## src/rtl/cv32e41s_rvfi_trace_buffer.sv

```systemverilog
// Multi-retire RVFI trace capture buffer: compacts up to NRET retirements per cycle into a circular buffer.
// Latency: a retirement is visible on rd_data_o / count_o one cycle later; read data is combinational.
// Backpressure: none toward the core; stop mode discards retirements when full, wrap mode overwrites the oldest.
module cv32e41s_rvfi_trace_buffer #(
  parameter  int NRET    = 2,
  parameter  int DEPTH   = 16,
  localparam int ENTRY_W = 109,
  localparam int CW      = $clog2(DEPTH) + 1
) (
  input  logic                 clk_i,
  input  logic                 rst_ni,
  input  logic [NRET-1:0]      rvfi_valid_i,
  input  logic [32*NRET-1:0]   rvfi_pc_rdata_i,
  input  logic [5*NRET-1:0]    rvfi_rd_addr_i,
  input  logic [32*NRET-1:0]   rvfi_rd_wdata_i,
  input  logic [32*NRET-1:0]   rvfi_mem_addr_i,
  input  logic [4*NRET-1:0]    rvfi_mem_rmask_i,
  input  logic [4*NRET-1:0]    rvfi_mem_wmask_i,
  input  logic                 start_i,
  input  logic                 clear_i,
  input  logic                 wrap_mode_i,
  input  logic                 trig_en_i,
  input  logic [31:0]          trig_pc_i,
  input  logic [CW-1:0]        post_trig_i,
  output logic                 rd_valid_o,
  output logic [ENTRY_W-1:0]   rd_data_o,
  input  logic                 rd_ready_i,
  output logic [CW-1:0]        count_o,
  output logic [1:0]           state_o,
  output logic                 triggered_o,
  output logic                 overflow_o
);

  localparam int PW = $clog2(DEPTH);

  typedef enum logic [1:0] {
    IDLE  = 2'd0,
    ARMED = 2'd1,
    POST  = 2'd2,
    DONE  = 2'd3
  } state_e;

  state_e             state_q, state_d;
  logic [PW-1:0]      wr_ptr_q, rd_ptr_q;
  logic [CW-1:0]      count_q;
  logic [CW-1:0]      remaining_q;
  logic               triggered_q, overflow_q;

  logic [ENTRY_W-1:0] mem [DEPTH];

  logic [ENTRY_W-1:0] entry   [NRET];
  logic [PW-1:0]      wr_slot [NRET];
  logic [NRET-1:0]    wr_en;
  logic               pop;
  logic               capture;
  logic               post_phase;
  logic               trig_hit;
  logic               drop_over;
  logic [CW-1:0]      free;
  logic [CW-1:0]      n_wr;
  logic [CW-1:0]      excess;
  logic [CW-1:0]      rem_d;

  // Capture datapath: pop first, then compact valid channels in order, applying trigger and space limits.
  always_comb begin
    pop        = (count_q != '0) && rd_ready_i;
    free       = CW'(DEPTH) - count_q + CW'(pop);
    capture    = ((state_q == ARMED) || (state_q == POST)) && !start_i && !clear_i;
    n_wr       = '0;
    trig_hit   = 1'b0;
    drop_over  = 1'b0;
    rem_d      = remaining_q;
    wr_en      = '0;
    for (int i = 0; i < NRET; i++) begin
      entry[i]   = {rvfi_pc_rdata_i[32*i +: 32], rvfi_rd_addr_i[5*i +: 5],
                    rvfi_rd_wdata_i[32*i +: 32], rvfi_mem_rmask_i[4*i +: 4],
                    rvfi_mem_wmask_i[4*i +: 4], rvfi_mem_addr_i[32*i +: 32]};
      wr_slot[i] = '0;
    end
    for (int i = 0; i < NRET; i++) begin
      post_phase = (state_q == POST) || trig_hit;
      if (capture && rvfi_valid_i[i]) begin
        if (post_phase && (rem_d == '0)) begin
          // Post-trigger window exhausted: dropped silently, not an overflow.
        end else if (!wrap_mode_i && (n_wr == free)) begin
          drop_over = 1'b1;
        end else begin
          wr_en[i]   = 1'b1;
          wr_slot[i] = wr_ptr_q + PW'(n_wr);
          n_wr       = n_wr + CW'(1);
          if (post_phase) begin
            rem_d = rem_d - CW'(1);
          end else if ((state_q == ARMED) && trig_en_i &&
                       (rvfi_pc_rdata_i[32*i +: 32] == trig_pc_i)) begin
            trig_hit = 1'b1;
            rem_d    = post_trig_i;
          end
        end
      end
    end
    post_phase = (state_q == POST) || trig_hit;
    excess     = (wrap_mode_i && (n_wr > free)) ? (n_wr - free) : '0;
  end

  // State register.
  always_ff @(posedge clk_i or negedge rst_ni) begin
    if (!rst_ni) begin
      state_q <= IDLE;
    end else begin
      state_q <= state_d;
    end
  end

  // Next-state: control pulses first, then stop-mode full, window exhausted, or fresh trigger.
  always_comb begin
    state_d = state_q;
    if (clear_i) begin
      state_d = IDLE;
    end else if (start_i) begin
      state_d = ARMED;
    end else if (capture) begin
      if (!wrap_mode_i && (drop_over || ((n_wr != '0) && (n_wr == free)))) begin
        state_d = DONE;
      end else if (post_phase && (rem_d == '0)) begin
        state_d = DONE;
      end else if (trig_hit) begin
        state_d = POST;
      end
    end
  end

  // Pointers, occupancy, post-trigger budget and sticky flags.
  always_ff @(posedge clk_i or negedge rst_ni) begin
    if (!rst_ni) begin
      wr_ptr_q    <= '0;
      rd_ptr_q    <= '0;
      count_q     <= '0;
      remaining_q <= '0;
      triggered_q <= 1'b0;
      overflow_q  <= 1'b0;
    end else if (clear_i || start_i) begin
      wr_ptr_q    <= '0;
      rd_ptr_q    <= '0;
      count_q     <= '0;
      remaining_q <= '0;
      triggered_q <= 1'b0;
      overflow_q  <= 1'b0;
    end else begin
      wr_ptr_q    <= wr_ptr_q + PW'(n_wr);
      rd_ptr_q    <= rd_ptr_q + PW'(pop) + PW'(excess);
      count_q     <= count_q - CW'(pop) + n_wr - excess;
      remaining_q <= rem_d;
      if (trig_hit) begin
        triggered_q <= 1'b1;
      end
      if (drop_over || (excess != '0)) begin
        overflow_q <= 1'b1;
      end
    end
  end

  // Entry storage; contents are deliberately not reset.
  always_ff @(posedge clk_i) begin
    for (int i = 0; i < NRET; i++) begin
      if (wr_en[i]) begin
        mem[wr_slot[i]] <= entry[i];
      end
    end
  end

  // Outputs.
  always_comb begin
    rd_valid_o  = (count_q != '0);
    rd_data_o   = mem[rd_ptr_q];
    count_o     = count_q;
    state_o     = state_q;
    triggered_o = triggered_q;
    overflow_o  = overflow_q;
  end

endmodule

```

## config.mk

```make
export PLATFORM = sky130hd
export DESIGN_NAME = cv32e41s_rvfi_trace_buffer
export DESIGN_NICKNAME = d
export VERILOG_FILES = /design/src/rtl/cv32e41s_rvfi_trace_buffer.sv
export SDC_FILE = /design/constraint.sdc
export NUM_CORES = 2
export LEC_CHECK = 0
export CAP_MARGIN = 20
export CORE_AREA = 5 5 482 484
export DETAILED_ROUTE_END_ITERATION = 10
export DIE_AREA = 0 0 487 489
export HOLD_SLACK_MARGIN = 0.05
export SETUP_SLACK_MARGIN = 0.1
export SYNTH_ARGS = -nofsm -noshare
export SYNTH_HDL_FRONTEND = slang
export SYNTH_SLANG_ARGS = --single-unit
```

## constraint.sdc

```tcl
create_clock -name clk_i -period 9.9 [get_ports clk_i]
set_input_delay 1.98 -clock clk_i [delete_from_list [all_inputs] [get_ports clk_i]]
set_output_delay 1.98 -clock clk_i [all_outputs]
set_load 0.005 [all_outputs]
```

# Word level (Yosys, flattened, before mapping)
# Memories as Yosys holds them, arrays and structs flattened.
# Cells that the tools add are included.
dict set report word_totals {
  ff_bits 22
  latch_bits 0
  ramBits 1744
  mem_bits_ro 0
  in_bits 264
  output_inout_bits 119
  mem_count 1
}
# memory depth width read_ports rd_ports_with_merged_regs wr line_no
set mem_list {}
lappend mem_list {mem 16 109 1 0 2 49} ;# logic [ENTRY_W-1:0] mem [DEPTH];
dict set report op_classes {
  add_sub_neg 13
  multipliers 0
  div 0
  order_cmp 1
  eq_ne 6
  shift 0
  n_mux 63
  bitwise 0
  reduce_logical 37
}
# op count
set ops {}
lappend ops {{$mux W5} 16}
lappend ops {{$eq A32 B32 Y1} 2}
lappend ops {{$mux W1} 33}
lappend ops {{$mux W4} 8}
lappend ops {{$logic_not A5 Y1} 4}
lappend ops {{$reduce_bool A5 Y1} 4}
lappend ops {{$logic_and A1 B1 Y1} 16}
lappend ops {{$add A4 B4 Y4} 3}
lappend ops {{$mux W2} 6}
lappend ops {{$eq A5 B5 Y1} 2}
lappend ops {{$sub A5 B1 Y5 const B} 2}
lappend ops {{$sub A5 B5 Y5} 2}
lappend ops {{$logic_or A1 B1 Y1} 6}
lappend ops {{$add A5 B1 Y5} 1}
lappend ops {{$add A5 B1 Y5 const B} 1}
lappend ops {{$add A5 B5 Y5} 1}
lappend ops {{$gt A5 B5 Y1} 1}
lappend ops {{$sub A5 B1 Y5} 1}
lappend ops {{$sub A5 B5 Y5 const A} 1}
lappend ops {{$add A4 B1 Y4} 1}
lappend ops {{$reduce_bool A2 Y1} 2}
lappend ops {{$logic_not A1 Y1} 3}
lappend ops {{$reduce_bool A3 Y1} 1}
lappend ops {{$eq A2 B1 Y1 const B} 1}
lappend ops {{other kinds (2)} 2}

# Depth between registers and ports, before layout
dict set report depth {
  depth_word 21
  depth_mapped 36
}

# Worst setup path after synthesis
# OpenSTA, ideal clock, no wires.
dict set report synth_path {
  path_type {input to register}
  startpoint {input rd_ready_i}
  endpoint {memory mem[4][0] (enable)}
  setup_time_ns 0.727
  arrival_ns 11.277
  t_required_ns 9.173
  slack_ns -2.104
  stages 10
  n_path_buf 0
  cell_sequence {nand2_1 > ha_1 > inv_1 > ha_1 > nor2_1 > and4_1 > a21oi_1 > nand2_1 > or3_1 > o21ai_0}
}
# element line_no
set synth_rtl {}
lappend synth_rtl {{start, declared} 27} ;# input logic rd_ready_i,
lappend synth_rtl {{end, declared} 49}

# Final worst setup path
dict set report layout_path {
  startpoint {input trig_pc_i[5]}
  endpoint {register count_q[4], in the netlist count_o[4]}
}
dict set report layout_via {
  elab_chain_len 16
  elab_cells_between_ends 24
  cone_classes {3 x add/sub; 1 x order compare; 1 x eq/ne; 14 x mux; 5 x reduce/logical}
}
# element line_no
set layout_lines {}
lappend layout_lines {{start, declared} 23} ;# input logic [31:0] trig_pc_i,
lappend layout_lines {{$eq A32 B32 Y1 (*)} 94} ;# (rvfi_pc_rdata_i[32*i +: 32] == trig_pc_i)) begin
lappend layout_lines {{$logic_and A1 B1 Y1 (*)} 93} ;# end else if ((state_q == ARMED) && trig_en_i &&
lappend layout_lines {{$mux W5 / $mux W1 (equally long branches)} 93}
lappend layout_lines {{$mux W5 / $mux W1 (equally long branches)} 91} ;# if (post_phase) begin
lappend layout_lines {{$mux W5 / $mux W1 (equally long branches)} 85} ;# end else if (!wrap_mode_i && (n_wr == free)) begin
lappend layout_lines {{$mux W5 / $mux W1 (equally long branches)} 83} ;# if (post_phase && (rem_d == '0)) begin
lappend layout_lines {{$mux W5 / $mux W1 (equally long branches)} 82} ;# if (capture && rvfi_valid_i[i]) begin
lappend layout_lines {{$logic_not A5 Y1 / $logic_or A1 B1 Y1 (equally long branches)} {83, 81}}
lappend layout_lines {{$logic_and A1 B1 Y1 (*)} 83}
lappend layout_lines {{$mux W5 (*)} 83}
lappend layout_lines {{$mux W5 (*)} 82}
lappend layout_lines {{$gt A5 B5 Y1} 102} ;# excess = (wrap_mode_i && (n_wr > free)) ? (n_wr - free) : '0;
lappend layout_lines {{$logic_and A1 B1 Y1} 102}
lappend layout_lines {{$mux W5} 102}
lappend layout_lines {{$sub A5 B5 Y5 (*)} 151} ;# count_q <= count_q - CW'(pop) + n_wr - excess;
lappend layout_lines {{$mux W5 (*)} 141} ;# end else if (clear_i || start_i) begin
lappend layout_lines {{end signal, assigned} 151}
lappend layout_lines {{end, declared} 45} ;# logic [CW-1:0] count_q;
# Mark *: on every way between the ends. The rest lies on a longest branch, timed or not.
# A chain may end at the register's enable or synchronous reset.

==> flow_summary.json <==
{
  "max_stage_delay_ps": 760,
  "slew_headroom_pct": 21.4,
  "cts_max_level": 4,
  "status": "complete, no violations",
  "vdd_drop_max_v": 0.000160,
  "worst_pin_slew_ps": 1170,
  "synth_edf_count": 1744,
  "synth_top_family_by_area": "multiplexers",
  "synth_compound_gate_area_share_pct": 0.663,
  "rsz0062_at_grt": "false",
  "syn_inst": 5006,
  "min_period_ps": 8570,
  "worst-path-max-fanout": 6,
  "floorplan.initialDensity_pct": 39.9,
  "num_vias": 50800,
  "clkTransAtPathRegs_ps": 70,
  "yosys_register_bits": 1766,
  "cts_made_buffers": 194,
  "dp_cells": 8000,
  "ys.flop_type": "edfxtp_1",
  "power_density_mw_per_mm2": 170,
  "grtUsageTotal_pct": 23.4,
  "die_w_um": 487,
  "dr_wl_met2_um": 134000,
  "holdWs_ps": 523,
  "fp.dieArea_mm2": 0.238,
  "syn_area_mm2": 0.0906,
  "maxCapViolCount": 0,
  "p_leak_nw": 32.1,
  "synth.avg_cell_area_um2": 18.1,
  "gp_congestion": 0.844,
  "root_buffer": "clkbuf_16",
  "tns_ps": 0,
  "clk_latency_ps": 840,
  "final_util_pct": 45.6,
  "clockBufferDepth": 3,
  "pin_count": 383,
  "antenna_found_initial": 49,
  "fmax_mhz": 117,
  "tritoncts": "built",
  "cpMaxStageDelayCell": "or4_1",
  "area_growth_pct": 14.3,
  "hold_viol": 0,
  "muxShareOfSynthArea_pct": 35.3,
  "met3_length_um": 18200,
  "detail_route.iter0.violations": 5427,
  "grt_overflow": 0,
  "ys_types": 73,
  "synth_top_area_share_pct": 57.8,
  "ys_async_sr_fraction_pct": 1.25,
  "skew_ps": 46.7,
  "drive_gt1_share_pct": 43.5,
  "worstPathRequired_ps": 10610,
  "layout.nets": 5483,
  "slew_violations": 0,
  "cts_resized": 0,
  "ys_top_cells_by_area": "edfxtp_1 (58%), mux2_2 (17%), mux4_2 (14%), mux2_1 (5.1%), clkbuf_1 (1.3%)",
  "dr.pass1.iters": 6,
  "port_buffers": 382,
  "synth_largest_area_cell": "edfxtp_1",
  "wl_met1_um": 124000,
  "synthAdderAreaFrac_pct": 0.495,
  "cts_setup_buffers": 0,
  "criticalPathCategory": "in2reg",
  "whs_path_depth": 2,
  "yosysWarningCount": 0,
  "endpoint_kind": "flop",
  "cts.sinks": 1766,
  "period_share_pct": 86.6,
  "grt_first_pass_wirelength_um": 402000,
  "postLayoutCellArea_mm2": 0.103,
  "ant_nets": 0,
  "crit_top_cell": "inv_1",
  "grt_pass1_vias": 53200,
  "row_count": 175,
  "min_path_type": "reg2reg",
  "yosysSeqAreaShare_pct": 58.4,
  "worstPathArrival_ps": 9280,
  "top_layer_used": "met5",
  "layout_setup_ws_ps": 1330,
  "dpl.hpwl_um": 147000,
  "placeableCoreArea_mm2": 0.227,
  "postCtsHoldBufs": 0,
  "reg2regPathDepth": 36,
  "grt_max_degree": 110,
  "synth-simple-area-share_pct": 1.10,
  "place_ws_ps": 440,
  "synth_fp_nets": 5301,
  "chipHeight_um": 489,
  "stdcell_count": 8373,
  "start_kind": "input pin",
  "finalSetupViolCount": 0,
  "place_area_mm2": 0.0975,
  "synth_xor_area_share_pct": 0.764,
  "power_mw": 17.5,
  "drc": 0,
  "routedWlPerCell_um": 33.8,
  "avgViaCountPerCell": 6.07,
  "routed_wl_um": 283000
}
## registers in the layout (all words and copies together) (netlist names)
register,flops
mem,1744
count_o,5
remaining_q,5
rd_ptr_q,4
wr_ptr_q,4
state_o,2
overflow_o,1
triggered_o,1
## worst paths after layout
path,startpoint,end,slack [ps]
max,trig_pc_i[5],count_o[4],1330
min,triggered_o,triggered_o,520
max reg2reg,count_o[4],count_o[4],2150
min reg2reg,triggered_o,triggered_o,520
max in group asynchronous,rst_ni,rd_ptr_q[2],8110
min in group asynchronous,rst_ni,triggered_o,1500
## worst max-delay path: cells and delay by family
family,cells,cell delay (ps)
simple gates,8,2580
mux,1,180
fa+ha+maj,6,2040
xor+xnor,3,610
compound gates,5,800
buf+inv,8,1070
## synthesized netlist by cell type (6+ instances only)
cell type     n
buf_2        53
edfxtp_1   1744
ha_1         23
nand4_1       8
nor2_1       47
nor3_1       15
a21o_1        6
xor2_1       64
o22ai_1       6
nand2b_1      7
mux4_2      545
and2_1        6
nand2_1      29
buf_4        71
nor4_1       22
o21ai_0      18
a21oi_1      17
clkbuf_1    314
inv_1        33
mux2_2     1335
xnor2_1      15
buf_1        32
fa_1          8
mux2_1      411
or3_1         6
dfrtp_1      22
buf_6        64
nand3_1      15
## layer usage
| layer | vias to the layer above | GRT usage [%] |
|---|---|---|
| li1 | 20800 | - |
| met1 | 27600 | 33.4 |
| met2 | 1970 | 37.7 |
| met3 | 430 | 3.81 |
| met4 | 32 | 5.98 |
| met5 | - | 0 |
## where the power goes
part / total [mW] / internal, mW / switching, mW
registers: 8.29 / 8.24 / 0.0522
clock network: 6.94 / 3.86 / 3.08
logic: 2.32 / 1.24 / 1.08
## cell families (layout without fill, tap and decap cells)
group	Yosys count	after routing
compound gates	84	84
xor+xnor	79	79
fa+ha+maj	31	31
buf+inv	568	908
flops	1766	1766
mux	2292	2292
other cells	1	19
simple gates	185	185
## cell type report
class	instances	area, um^2
Fill cell	19400	123000
Sequential cell	1766	52900
Multi-Input combinational cell	2672	35000
Timing Repair Buffer	521	5660
Clock buffer	246	5110
Tap cell	3009	3760
Clock inverter	108	851
Inverter	33	124
Antenna cell	18	45.0
## placed cells by master, fill, tap and decap left out, types with 46 or more instances in the layout
cell	netlist	routed
clkinv_1	0	50
nor2_1	47	46
mux2_2	1335	1335
mux4_2	545	545
edfxtp_1	1744	1744
clkdlybuf4s50_1	0	382
mux2_1	411	411
buf_12	0	60
xor2_1	64	64
clkbuf_1	314	49
buf_4	71	76
clkbuf_16	0	197
Note: power is estimated with default switching activity, not from simulation.
